[src/rtl/qpu_itcm_icb_arbt_pkg.sv]
// Shared constants for the ITCM ICB arbiter.
// Width of the ICB address and SRAM line, plus response-owner encodings and
// the request/grant bit positions used by the 2-way arbiter.
package qpu_itcm_icb_arbt_pkg;

  localparam int QPU_ITCM_ADDR_WIDTH = 16;
  localparam int QPU_ITCM_DATA_WIDTH = 64;
  localparam int QPU_ITCM_MASK_WIDTH = QPU_ITCM_DATA_WIDTH / 8;

  localparam logic OWNER_IFU = 1'b0;
  localparam logic OWNER_EXT = 1'b1;

  // Bit positions inside the req/gnt vectors of qpu_itcm_arb2.
  localparam int IDX_IFU = 0;
  localparam int IDX_EXT = 1;

endpackage

[src/rtl/qpu_gnrl_dfflr.sv]
// General load-enable flop with asynchronous active-low reset to zero.
// Ports:
//   i_lden  - load enable
//   i_dnxt  - next value
//   o_qout  - registered value
//   clk     - clock
//   rst_n   - async reset, active low
module qpu_gnrl_dfflr #(
  parameter int DW = 1
) (
  input  logic          i_lden,
  input  logic [DW-1:0] i_dnxt,
  output logic [DW-1:0] o_qout,
  input  logic          clk,
  input  logic          rst_n
);

  logic [DW-1:0] r_q;

  always_ff @(posedge clk or negedge rst_n) begin
    if (!rst_n) begin
      r_q <= '0;
    end else if (i_lden) begin
      r_q <= i_dnxt;
    end
  end

  assign o_qout = r_q;

endmodule

[src/rtl/qpu_itcm_arb2.sv]
// Two-way alternating-priority arbiter.
// A lone requester always wins; on contention the side that did not win the
// previous grant is chosen, so neither requester can starve the other.
// Ports:
//   i_req      - request vector, bit IDX_IFU / IDX_EXT
//   i_en       - arbitration enable (no grant when low)
//   i_last_ext - previous grant went to EXT
//   o_gnt      - one-hot (or zero) grant vector
module qpu_itcm_arb2
  import qpu_itcm_icb_arbt_pkg::*;
(
  input  logic [1:0] i_req,
  input  logic       i_en,
  input  logic       i_last_ext,
  output logic [1:0] o_gnt
);

  always_comb begin
    o_gnt = 2'b00;
    if (i_en) begin
      if (i_req[IDX_IFU] && i_req[IDX_EXT]) begin
        o_gnt[IDX_IFU] = i_last_ext;
        o_gnt[IDX_EXT] = ~i_last_ext;
      end else begin
        o_gnt = i_req;
      end
    end
  end

endmodule

[src/rtl/qpu_itcm_icb_arbt.sv]
// ITCM ICB arbiter: shares the single-port ITCM SRAM between the IFU fetch
// port (read-only) and the host ICB port (read/write). One access is issued
// per grant, read data returns one cycle later straight from the SRAM output,
// and at most one response is outstanding. A new command can issue in the
// same cycle the outstanding response handshakes.
// Ports:
//   clk, rst_n              - clock, async active-low reset
//   ifu_icb_cmd_*/rsp_*     - IFU fetch ICB (read only)
//   ext_icb_cmd_*/rsp_*     - host ICB (read/write, byte mask)
//   ram_cs/we/addr/wem/din  - SRAM command side (addr is a line index)
//   ram_dout                - SRAM read data, held while ram_cs=0
//   ifu_holdup              - SRAM output still holds the last IFU line
module qpu_itcm_icb_arbt
  import qpu_itcm_icb_arbt_pkg::*;
#(
  parameter int ITCM_ADDR_WIDTH = QPU_ITCM_ADDR_WIDTH,
  parameter int ITCM_DATA_WIDTH = QPU_ITCM_DATA_WIDTH
) (
  input  logic                         clk,
  input  logic                         rst_n,

  input  logic                         ifu_icb_cmd_valid,
  output logic                         ifu_icb_cmd_ready,
  input  logic [ITCM_ADDR_WIDTH-1:0]   ifu_icb_cmd_addr,
  output logic                         ifu_icb_rsp_valid,
  input  logic                         ifu_icb_rsp_ready,
  output logic [ITCM_DATA_WIDTH-1:0]   ifu_icb_rsp_rdata,

  input  logic                         ext_icb_cmd_valid,
  output logic                         ext_icb_cmd_ready,
  input  logic [ITCM_ADDR_WIDTH-1:0]   ext_icb_cmd_addr,
  input  logic                         ext_icb_cmd_read,
  input  logic [ITCM_DATA_WIDTH-1:0]   ext_icb_cmd_wdata,
  input  logic [ITCM_DATA_WIDTH/8-1:0] ext_icb_cmd_wmask,
  output logic                         ext_icb_rsp_valid,
  input  logic                         ext_icb_rsp_ready,
  output logic [ITCM_DATA_WIDTH-1:0]   ext_icb_rsp_rdata,

  output logic                         ram_cs,
  output logic                         ram_we,
  output logic [ITCM_ADDR_WIDTH-4:0]   ram_addr,
  output logic [ITCM_DATA_WIDTH/8-1:0] ram_wem,
  output logic [ITCM_DATA_WIDTH-1:0]   ram_din,
  input  logic [ITCM_DATA_WIDTH-1:0]   ram_dout,

  output logic                         ifu_holdup
);

  logic       w_rsp_pend;
  logic       w_rsp_owner;
  logic       w_last_ext;
  logic       w_holdup;

  logic       w_rsp_hsk;
  logic       w_can_issue;
  logic [1:0] w_req;
  logic [1:0] w_gnt;
  logic       w_gnt_ifu;
  logic       w_gnt_ext;
  logic       w_gnt_any;
  logic       w_addr_lsb_unused;

  assign w_rsp_hsk   = (ifu_icb_rsp_valid & ifu_icb_rsp_ready)
                     | (ext_icb_rsp_valid & ext_icb_rsp_ready);
  assign w_can_issue = ~w_rsp_pend | w_rsp_hsk;

  assign w_req[IDX_IFU] = ifu_icb_cmd_valid;
  assign w_req[IDX_EXT] = ext_icb_cmd_valid;

  qpu_itcm_arb2 u_arb2 (
    .i_req      (w_req),
    .i_en       (w_can_issue),
    .i_last_ext (w_last_ext),
    .o_gnt      (w_gnt)
  );

  assign w_gnt_ifu = w_gnt[IDX_IFU];
  assign w_gnt_ext = w_gnt[IDX_EXT];
  assign w_gnt_any = w_gnt_ifu | w_gnt_ext;

  assign ifu_icb_cmd_ready = w_gnt_ifu;
  assign ext_icb_cmd_ready = w_gnt_ext;

  // SRAM command side
  assign ram_cs   = w_gnt_any;
  assign ram_we   = w_gnt_ext & ~ext_icb_cmd_read;
  assign ram_addr = w_gnt_ext ? ext_icb_cmd_addr[ITCM_ADDR_WIDTH-1:3]
                              : ifu_icb_cmd_addr[ITCM_ADDR_WIDTH-1:3];
  assign ram_wem  = ram_we ? ext_icb_cmd_wmask : '0;
  assign ram_din  = ext_icb_cmd_wdata;

  // Byte-within-line bits are resolved by the fetch path, not here.
  assign w_addr_lsb_unused = ^{ifu_icb_cmd_addr[2:0], ext_icb_cmd_addr[2:0]};

  // Pending flag: set by any grant, cleared by a handshake with no new grant.
  qpu_gnrl_dfflr #(.DW(1)) u_rsp_pend (
    .i_lden (w_gnt_any | w_rsp_hsk),
    .i_dnxt (w_gnt_any),
    .o_qout (w_rsp_pend),
    .clk    (clk),
    .rst_n  (rst_n)
  );

  qpu_gnrl_dfflr #(.DW(1)) u_rsp_owner (
    .i_lden (w_gnt_any),
    .i_dnxt (w_gnt_ext ? OWNER_EXT : OWNER_IFU),
    .o_qout (w_rsp_owner),
    .clk    (clk),
    .rst_n  (rst_n)
  );

  qpu_gnrl_dfflr #(.DW(1)) u_last_ext (
    .i_lden (w_gnt_any),
    .i_dnxt (w_gnt_ext),
    .o_qout (w_last_ext),
    .clk    (clk),
    .rst_n  (rst_n)
  );

  // Any EXT access (read or write) overwrites the SRAM output register,
  // so only an IFU grant leaves the fetched line in place.
  qpu_gnrl_dfflr #(.DW(1)) u_holdup (
    .i_lden (w_gnt_any),
    .i_dnxt (w_gnt_ifu),
    .o_qout (w_holdup),
    .clk    (clk),
    .rst_n  (rst_n)
  );

  assign ifu_holdup = w_holdup;

  // Response side: rdata comes straight from the SRAM, which holds its
  // output while ram_cs is low, so no data register is needed.
  assign ifu_icb_rsp_valid = w_rsp_pend & (w_rsp_owner == OWNER_IFU);
  assign ext_icb_rsp_valid = w_rsp_pend & (w_rsp_owner == OWNER_EXT);
  assign ifu_icb_rsp_rdata = ram_dout;
  assign ext_icb_rsp_rdata = ram_dout;

endmodule

[config.mk]
export PLATFORM = sky130hd
export DESIGN_NAME = qpu_itcm_icb_arbt
export DESIGN_NICKNAME = d
export VERILOG_FILES = /design/src/rtl/qpu_itcm_icb_arbt_pkg.sv /design/src/rtl/qpu_gnrl_dfflr.sv /design/src/rtl/qpu_itcm_arb2.sv /design/src/rtl/qpu_itcm_icb_arbt.sv
export SDC_FILE = /design/constraint.sdc
export NUM_CORES = 1
export LEC_CHECK = 0
export ABC_AREA = 1
export CAP_MARGIN = 20
export CORE_AREA = 8 8 146 148
export DETAILED_ROUTE_END_ITERATION = 7
export DIE_AREA = 0 0 154 156
export GPL_TIMING_DRIVEN = 0
export MAX_ROUTING_LAYER = met4
export PLACE_DENSITY = 0.63
export SYNTH_ARGS = -nofsm -noshare
export SYNTH_HDL_FRONTEND = slang
export SYNTH_SLANG_ARGS = --single-unit
[constraint.sdc]
create_clock -name clk -period 1.2 [get_ports clk]
set_input_delay 0.24 -clock clk [delete_from_list [all_inputs] [get_ports clk]]
set_output_delay 0.24 -clock clk [all_outputs]
set_load 0.005 [all_outputs]
# Word level (Yosys, flattened, before mapping)
# Index checks and enable logic that the tools add are counted.
# op_classes
n_reduce_logical	1
n_bitwise	13
n_mux	5
# op_table
cell	n
$mux W13	1
$mux W8	1
$and A1 B1 Y1	5
$mux W2	2
$not A1 Y1	4
$or A1 B1 Y1	4
$logic_and A1 B1 Y1	1
$mux W1	1
# totals
inputBits	175
elab_cells	23
output_inout_bits	220
regBits	4

# Logic depth before layout (Yosys ltp)
# Gate-level depths: netlist of run 1.
# logic_depth
depth_word	8
depth_mapped	7
depth_no_buf	6

# Hierarchy
# Synthesis of run 1 repeated with hierarchy kept, for this count alone.
# unflattened
cells_unflattened	288
hier_area_um2	1904.3
# modules_own_cells
mod	area_per_inst_um2	cells_each	instances	seq_area_each_um2
qpu_itcm_icb_arbt	1722.9	263	1	0.0
qpu_gnrl_dfflr	40.0	5	4	25.0
qpu_itcm_arb2	21.3	5	1	0.0

# Worst setup path before layout of run 1
# OpenSTA, ideal clock, no wires.
# synth_timing
path_type	flip-flop to output port
from	register u_rsp_owner.r_q, in the netlist u_rsp_owner.o_qout
to	output port ram_addr[10]
t_required_ns	0.960
path_slack_ns	-0.108
n_path_buf	2
stages_incl_launch_ff	7
arrival_ns	1.068
path_cell_list	dfrtp_1 -> buf_6 -> a21oi_4 -> nand3_4 -> buf_6 -> nand2_1 -> nand2_1
# synth_via
elab_chain_len	7
word_cells_on_any_way	9
cone_classes	mux (2); bitwise (7)
# synth_rtl
element	line	rtl
start, declared	qpu_gnrl_dfflr.sv:18	logic [DW-1:0] r_q;
start signal, assigned	qpu_gnrl_dfflr.sv:24	r_q <= i_dnxt;
$not A1 Y1	qpu_itcm_icb_arbt.sv:134	assign ifu_icb_rsp_valid = w_rsp_pend & (w_rsp_owner == OWNER_IFU);
$and A1 B1 Y1	qpu_itcm_icb_arbt.sv:134	
$and A1 B1 Y1	qpu_itcm_icb_arbt.sv:63	assign w_rsp_hsk = (ifu_icb_rsp_valid & ifu_icb_rsp_ready)
$or A1 B1 Y1 *	qpu_itcm_icb_arbt.sv:64	| (ext_icb_rsp_valid & ext_icb_rsp_ready);
$or A1 B1 Y1 *	qpu_itcm_icb_arbt.sv:65	assign w_can_issue = ~w_rsp_pend | w_rsp_hsk;
$mux W2 *	qpu_itcm_arb2.sv:20	if (i_en) begin
$mux W13 *	qpu_itcm_icb_arbt.sv:87	assign ram_addr = w_gnt_ext ? ext_icb_cmd_addr[ITCM_ADDR_WIDTH-1:3]
end, declared	qpu_itcm_icb_arbt.sv:41	output logic [ITCM_ADDR_WIDTH-4:0] ram_addr,
# Every way passes the cells marked *; elsewhere a longest branch is shown, timed or not.

# Final worst setup path of run 1
# layout_timing
from	register u_rsp_owner.r_q, in the netlist u_rsp_owner.o_qout
to	output port ram_addr[8]
# The elaborated chain is that of the path after synthesis.

==> metrics, run 1 <==
status=finished with violations; violated checks=negative setup slack; Clock Skew=0.001361 ns; maximum vdd drop=487.1 uV; Post-Route Setup TNS=-14.59 ns; leak pwr=2.546 nW; layout cell share with drive strength beyond 1=0.4983; Top cell by count, worst path=buf_6; Gate power share=0.822; mapped cell area=0.001964 mm2; R2R cell count=8; Crit Reg-Reg Endpoint=u_holdup.o_qout; global placement routability congestion=0.8388; crit path from=u_rsp_owner.o_qout; most frequent cells in the layout=clkdlybuf4s50_1 (229), buf_4 (202), buf_2 (23); Die Span Y=156 um; WP data required=0.96 ns; placed cell areas=0.004865 mm2; via density per instance=3.193; Reg clk slew, reported paths=0.03 ns; clk root buf=clkbuf_16; Yosys cell types=13; largest net degree at the start of global routing=11; first-pass GRT wire length=18,490 um; WP buf/inv=5; Worst EP arrival=1.60 ns; Final setup viols=30; Starting Density=0.1030; Yosys warning count=0; GRT Total Usage=0.1049; worst-path cell chain=buf_6, a21oi_4, buf_6, nand3_4, buf_12, buf_8, nand2_2, nand2_1, buf_2; max-cap violations=0; critical path class=reg2out; H-tree depth=1; PwrDens=779.9 mW/mm2; most common cell after layout, fill and taps aside=clkdlybuf4s50_1; Final Hold Fails=0; CP max stage delay=0.36 ns; family with the most delay on the worst path=buffers and inverters; final setup margin=-0.6444 ns; CTS tree=done; CTS Hold Buffers Added=0; Slew Viols, Final=0; via count=2,593; syn avg cell area=6.941 um2; Max clock buf depth=2; internal reg-to-reg setup slack=-0.15 ns; net count reported at finish=750; sequential-to-total area share from yosys stat=0.03822; mux cell area share after synthesis=0; final WL=13,510 um; Critical-path top delay cell=dfrtp_1; min-delay worst type=in2async; Net Switching=1.464 mW; drt wl/cell=16.64 um; Synth Area in XOR/XNOR=0; Pwr Total=4.139 mW; max_slew headroom=0.8554; Synth Instances=283; Placement Rows=51; CP Capture Point=ram_addr[8]; core area=0.01908 mm2; clock share of power=0.129; Initial DRC Count=61; worst slew pin tran=0.2168 ns; Layout Utilization=0.2782; antenna-violating nets left=0; number of synthesized register bits=3; fin crit share=1.537; worst r2r src=u_rsp_owner.o_qout; grt ovf=0; initial antenna violation count=0; hpwl dp=11,660 um; adder-cell share of the synthesized area=0; Pre-Repair DR Iteration Count=4; Flop pwr share=0.049; CP endpoint kind=output port; P&R area growth vs syn=170.2%; crit path max fanout=4; worst hold slack=0.2180 ns; crit path time final=1.844 ns; Mapped Nets=458; Crit path depth=9; number of global-route vias before repair=2,972; combinational family with the most area after synthesis=buffers and inverters; Final Cell Area=0.005308 mm2; CTS sink cnt=3; Net Sw Frac=0.3537; P_int=2.675 mW; TritonCTS buffer count=3; die width=154 um; CP startpoint kind=flop; later-pin clock latency in the skew report=0.22 ns; diode count=0; RSZ-0062 raised after global routing=yes; Simple-Gate Fraction of Synth Area=0.1618; DRC=0; port buffer count=260; Die ar.=0.02402 mm2; # IOs=395; Synth Area in Compound Gates=0.01083; fmax=542.2 MHz
==> power by group through the flow <==
stage	clock (mW)	combinational [mW]	sequential [mW]
after floorplan	0	1.13	0.197
after global placement	0	2.76	0.198
after detailed placement	0	2.78	0.200
after CTS	0.537	3.41	0.201
after global routing	0.546	3.68	0.211
final	0.533	3.40	0.205
==> cell type report <==
cell class / count / area, um2
sequential: 3 / 76.32
inverter: 19 / 71.32
tap: 238 / 297.8
timing repair buffer: 286 / 2790
fill: 2094 / 13770
clock buffer: 4 / 78.83
multi-input combinational: 65 / 478.0
buffer: 197 / 1515
==> state kept, by name (all words and copies together), names as in the netlist <==
| name | count |
|---|---|
| u_holdup.o_qout | 1 |
| u_rsp_owner.o_qout | 1 |
| u_rsp_pend.o_qout | 1 |
==> how the worst min path moves through the flow <==
stage | slack [ns] | depth (start not counted) | startpoint | endpoint
5_1_grt | 0.23 | 1 | rst_n | u_rsp_owner.o_qout
3_5_place_dp | 0.45 | 1 | rst_n | u_rsp_pend.o_qout
2_1_floorplan | -0.06 | 0 | rst_n | u_holdup.o_qout
6_report | 0.22 | 1 | rst_n | u_holdup.o_qout
4_1_cts | 0.22 | 1 | rst_n | u_holdup.o_qout
3_3_place_gp | 0.45 | 1 | rst_n | u_rsp_pend.o_qout
==> synthesized netlist by cell type, drive strengths merged <==
| library cell | number | share of area |
|---|---|---|
| a21oi | 1 | 0.0083 |
| buf | 197 | 0.75 |
| dfrtp | 3 | 0.038 |
| inv | 19 | 0.036 |
| nand2 | 33 | 0.063 |
| nand3 | 5 | 0.032 |
| nand4 | 14 | 0.048 |
| nor2 | 10 | 0.019 |
| o21ai | 1 | 0.0025 |
==> what timing repair did <==
action / in CTS / in global routing
gates resized for setup: 160 / 22
gates cloned: 3 / 0
hold endpoints to repair: 0 / 0
endpoints found under the setup margin: 31 / 30
pin swaps: 13 / 7
setup buffers: 24 / 4
==> stage by stage <==
stage,instances,worst slack [ns]
2_1_floorplan,283,-0.1079
3_3_place_gp,781,-1.336
3_5_place_dp,781,-1.317
4_1_cts,812,-0.7339
5_1_grt,812,-0.7297
6_report,812,-0.6444
==> kinds of logic (layout without fill, tap and decap cells) <==
| family | after synthesis | in the layout |
|---|---|---|
| flops | 3 | 3 |
| compound gates | 2 | 2 |
| buf+inv | 216 | 506 |
| simple gates | 62 | 63 |
==> per-layer routing <==
| layer | global-route usage | vias up | wire [um] |
|---|---|---|---|
| met2 | 0.2066 | 221 | 7492 |
| met1 | 0.09356 | 1111 | 4339 |
| li1 | - | 1257 | - |
| met4 | 0.01353 | 0 | 45 |
| met5 | - | - | 0 |
| met3 | 0.04460 | 4 | 1634 |
Power figures use the tool's default switching activity.
==> inputs of run 2 (changes only) <==
==> constraint.sdc (replaced) <==
create_clock -name clk -period 1.2 [get_ports clk]
set_input_delay 0.12 -clock clk [delete_from_list [all_inputs] [get_ports clk]]
set_output_delay 0.12 -clock clk [all_outputs]
set_load 0.005 [all_outputs]
==> run 2 against run 1 <==
  * The flow still finishes with violations (negative setup slack)
  * Final cell count up 0.86%
  * Critical endpoint is now ram_addr[1]
  * First-iteration DRC count up 8.2%
  * Hold slack worse by 0.13 ns
  * Clock skew down 0.0012 ns
  * Die area unchanged
  * Critical path type unchanged
  * Routed wire length down 7.4%
  * Clock-buffer cell count unchanged
  * Worst setup slack better by 0.063 ns
  * Sequential cell count unchanged
  * Cell area up 2.0%
  * Fmax up 3.5%
==> metrics, run 2 (same netlist as run 1, synthesis figures left out) <==
status=finished with violations (unchanged); violated checks=negative setup slack (unchanged); Placement Rows=51 (unchanged); Starting Density=0.1030 (unchanged); P_int=2.932 mW (was 2.675 mW); leak pwr=2.578 nW (was 2.546 nW); max_slew headroom=0.8565 (was 0.8554); maximum vdd drop=454.4 uV (was 487.1 uV); Net Sw Frac=0.3398 (was 0.3537); port buffer count=260 (unchanged); Gate power share=0.832 (was 0.822); CTS tree=done (unchanged); PwrDens=820.3 mW/mm2 (was 779.9 mW/mm2); clk root buf=clkbuf_16 (unchanged); Reg clk slew, reported paths=0.03 ns (about the same); antenna-violating nets left=0 (unchanged); min-delay worst type=in2async (unchanged); first-pass GRT wire length=17,020 um (was 18,490 um); hpwl dp=10,920 um (was 11,660 um); largest net degree at the start of global routing=11 (unchanged); multi-input logic area=470.5 um2 (was 478.0 um2); later-pin clock latency in the skew report=0.22 ns (about the same); clock share of power=0.120 (was 0.129); # fillers=2,033 (was 2,094); worst slew pin tran=0.2152 ns (was 0.2168 ns); RSZ-0062 raised after global routing=yes (unchanged); Final Hold Fails=0 (unchanged); global placement routability congestion=0.7496 (was 0.8388); CP endpoint kind=output port (unchanged); crit path max fanout=4 (unchanged); Worst EP arrival=1.66 ns (was 1.60 ns); fin crit share=1.484 (was 1.537); # IOs=395 (unchanged); DRC=0 (unchanged); layout cell share with drive strength beyond 1=0.5129 (was 0.4983); TritonCTS buffer count=3 (unchanged); Post-Route Setup TNS=-13.30 ns (was -14.59 ns); core area=0.01908 mm2 (unchanged); net count reported at finish=757 (was 750); Initial DRC Count=66 (was 61); Sequential Area=76.32 um2 (unchanged); crit path time final=1.781 ns (was 1.844 ns); P&R area growth vs syn=175.7% (was 170.2%); Final setup viols=30 (unchanged); final setup margin=-0.5813 ns (was -0.6444 ns); Die Span Y=156 um (unchanged); Die ar.=0.02402 mm2 (unchanged); Pre-Repair DR Iteration Count=4 (unchanged); Slew Viols, Final=0 (unchanged); number of global-route vias before repair=2,983 (was 2,972); Max clock buf depth=2 (unchanged); grt ovf=0 (unchanged); die width=154 um (unchanged); critical path class=reg2out (unchanged); Worst Setup Slack post-DPL=-1.100 ns (was -1.317 ns); H-tree depth=1 (unchanged); final WL=12,510 um (was 13,510 um); Net Switching=1.510 mW (was 1.464 mW); via count=2,641 (was 2,593); most frequent cells in the layout=clkdlybuf4s50_1 (232), buf_4 (202), buf_6 (28) (was clkdlybuf4s50_1 (229), buf_4 (202), buf_2 (23)); drt wl/cell=15.28 um (was 16.64 um); via density per instance=3.225 (was 3.193); diode count=0 (unchanged); Layout Utilization=0.2838 (was 0.2782); WP data required=1.08 ns (was 0.96 ns); initial antenna violation count=0 (unchanged); max-cap violations=0 (unchanged); CTS sink cnt=3 (unchanged); GRT Total Usage=0.09431 (was 0.1049); CP startpoint kind=flop (unchanged); Flop pwr share=0.048 (was 0.049); most common cell after layout, fill and taps aside=clkdlybuf4s50_1 (unchanged); fmax=561.4 MHz (was 542.2 MHz); Clock Skew=0.0001595 ns (was 0.001361 ns)
[run 2: worst max-delay path, cell delays in order, from the launching register on]
cell,delay (ns)
dfrtp_1,0.36
buf_6,0.13
a21oi_4,0.16
buf_12,0.13
nand3_4,0.15
buf_6,0.18
buf_6,0.12
nand2_4,0.04
nand2_2,0.06
buf_6,0.11
[run 2: cell type report]
| class | count | share of cell area |
|---|---|---|
| Tap cell | 238 | 0.05499 |
| Inverter | 19 | 0.01409 |
| Buffer | 197 | 0.2798 |
| Timing Repair Buffer | 293 | 0.5356 |
| Sequential cell | 3 | 0.01409 |
| Multi-Input combinational cell | 65 | 0.08688 |
| Clock buffer | 4 | 0.01456 |
[run 2: power by group through the flow]
stage               Combinational, mW  Clock (mW)  Sequential, mW
CTS                              3.41       0.540           0.211
detailed placement               2.75           0           0.206
finish                           3.70       0.532           0.214
global route                     3.98       0.554           0.222
global placement                 2.73           0           0.205
floorplan                        1.13           0           0.197
[run 2: path summary, 6_finish.rpt]
| check | start | endpoint | slack, ns | cells past startpoint |
|---|---|---|---|---|
| worst max-delay path | u_rsp_owner.o_qout | ram_addr[1] | -0.58 | 9 |
| worst min-delay path | rst_n | u_holdup.o_qout | 0.08 | 1 |
| worst max register to register | u_rsp_owner.o_qout | u_rsp_pend.o_qout | -0.24 | 8 |
| worst min register to register | u_holdup.o_qout | u_holdup.o_qout | 0.50 | 2 |
| max in group asynchronous | rst_n | u_rsp_pend.o_qout | 0.95 | 1 |
| min in group clk | u_holdup.o_qout | u_holdup.o_qout | 0.50 | 2 |
[run 2: metrics by stage]
step	power, mW	hold slack, ns	instances	cell area [um2]
5_1_grt	4.758	0.09838	819	5415
3_3_place_gp	2.938	0.3160	781	4865
2_1_floorplan	1.328	-0.1756	283	1964
4_1_cts	4.165	0.08911	814	5256
6_report	4.442	0.08493	819	5415
3_5_place_dp	2.953	0.3215	781	4865
[run 2: timing repair]
item	CTS	global route
setup buffers	27	8
resized for setup	165	30
gates cloned	2	0
pin swaps	16	13
hold buffers	0	0
endpoints found under the setup margin	31	30
[run 2: metal layers]
layer | share of wire | wire (um) | track usage | up-vias
met1 | 0.34 | 4197 | 0.08720 | 1141
met2 | 0.53 | 6684 | 0.1809 | 223
met5 | 0 | 0 | - | -
met4 | 0.0042 | 53 | 0.01260 | 0
li1 | - | - | - | 1273
met3 | 0.13 | 1578 | 0.04100 | 4
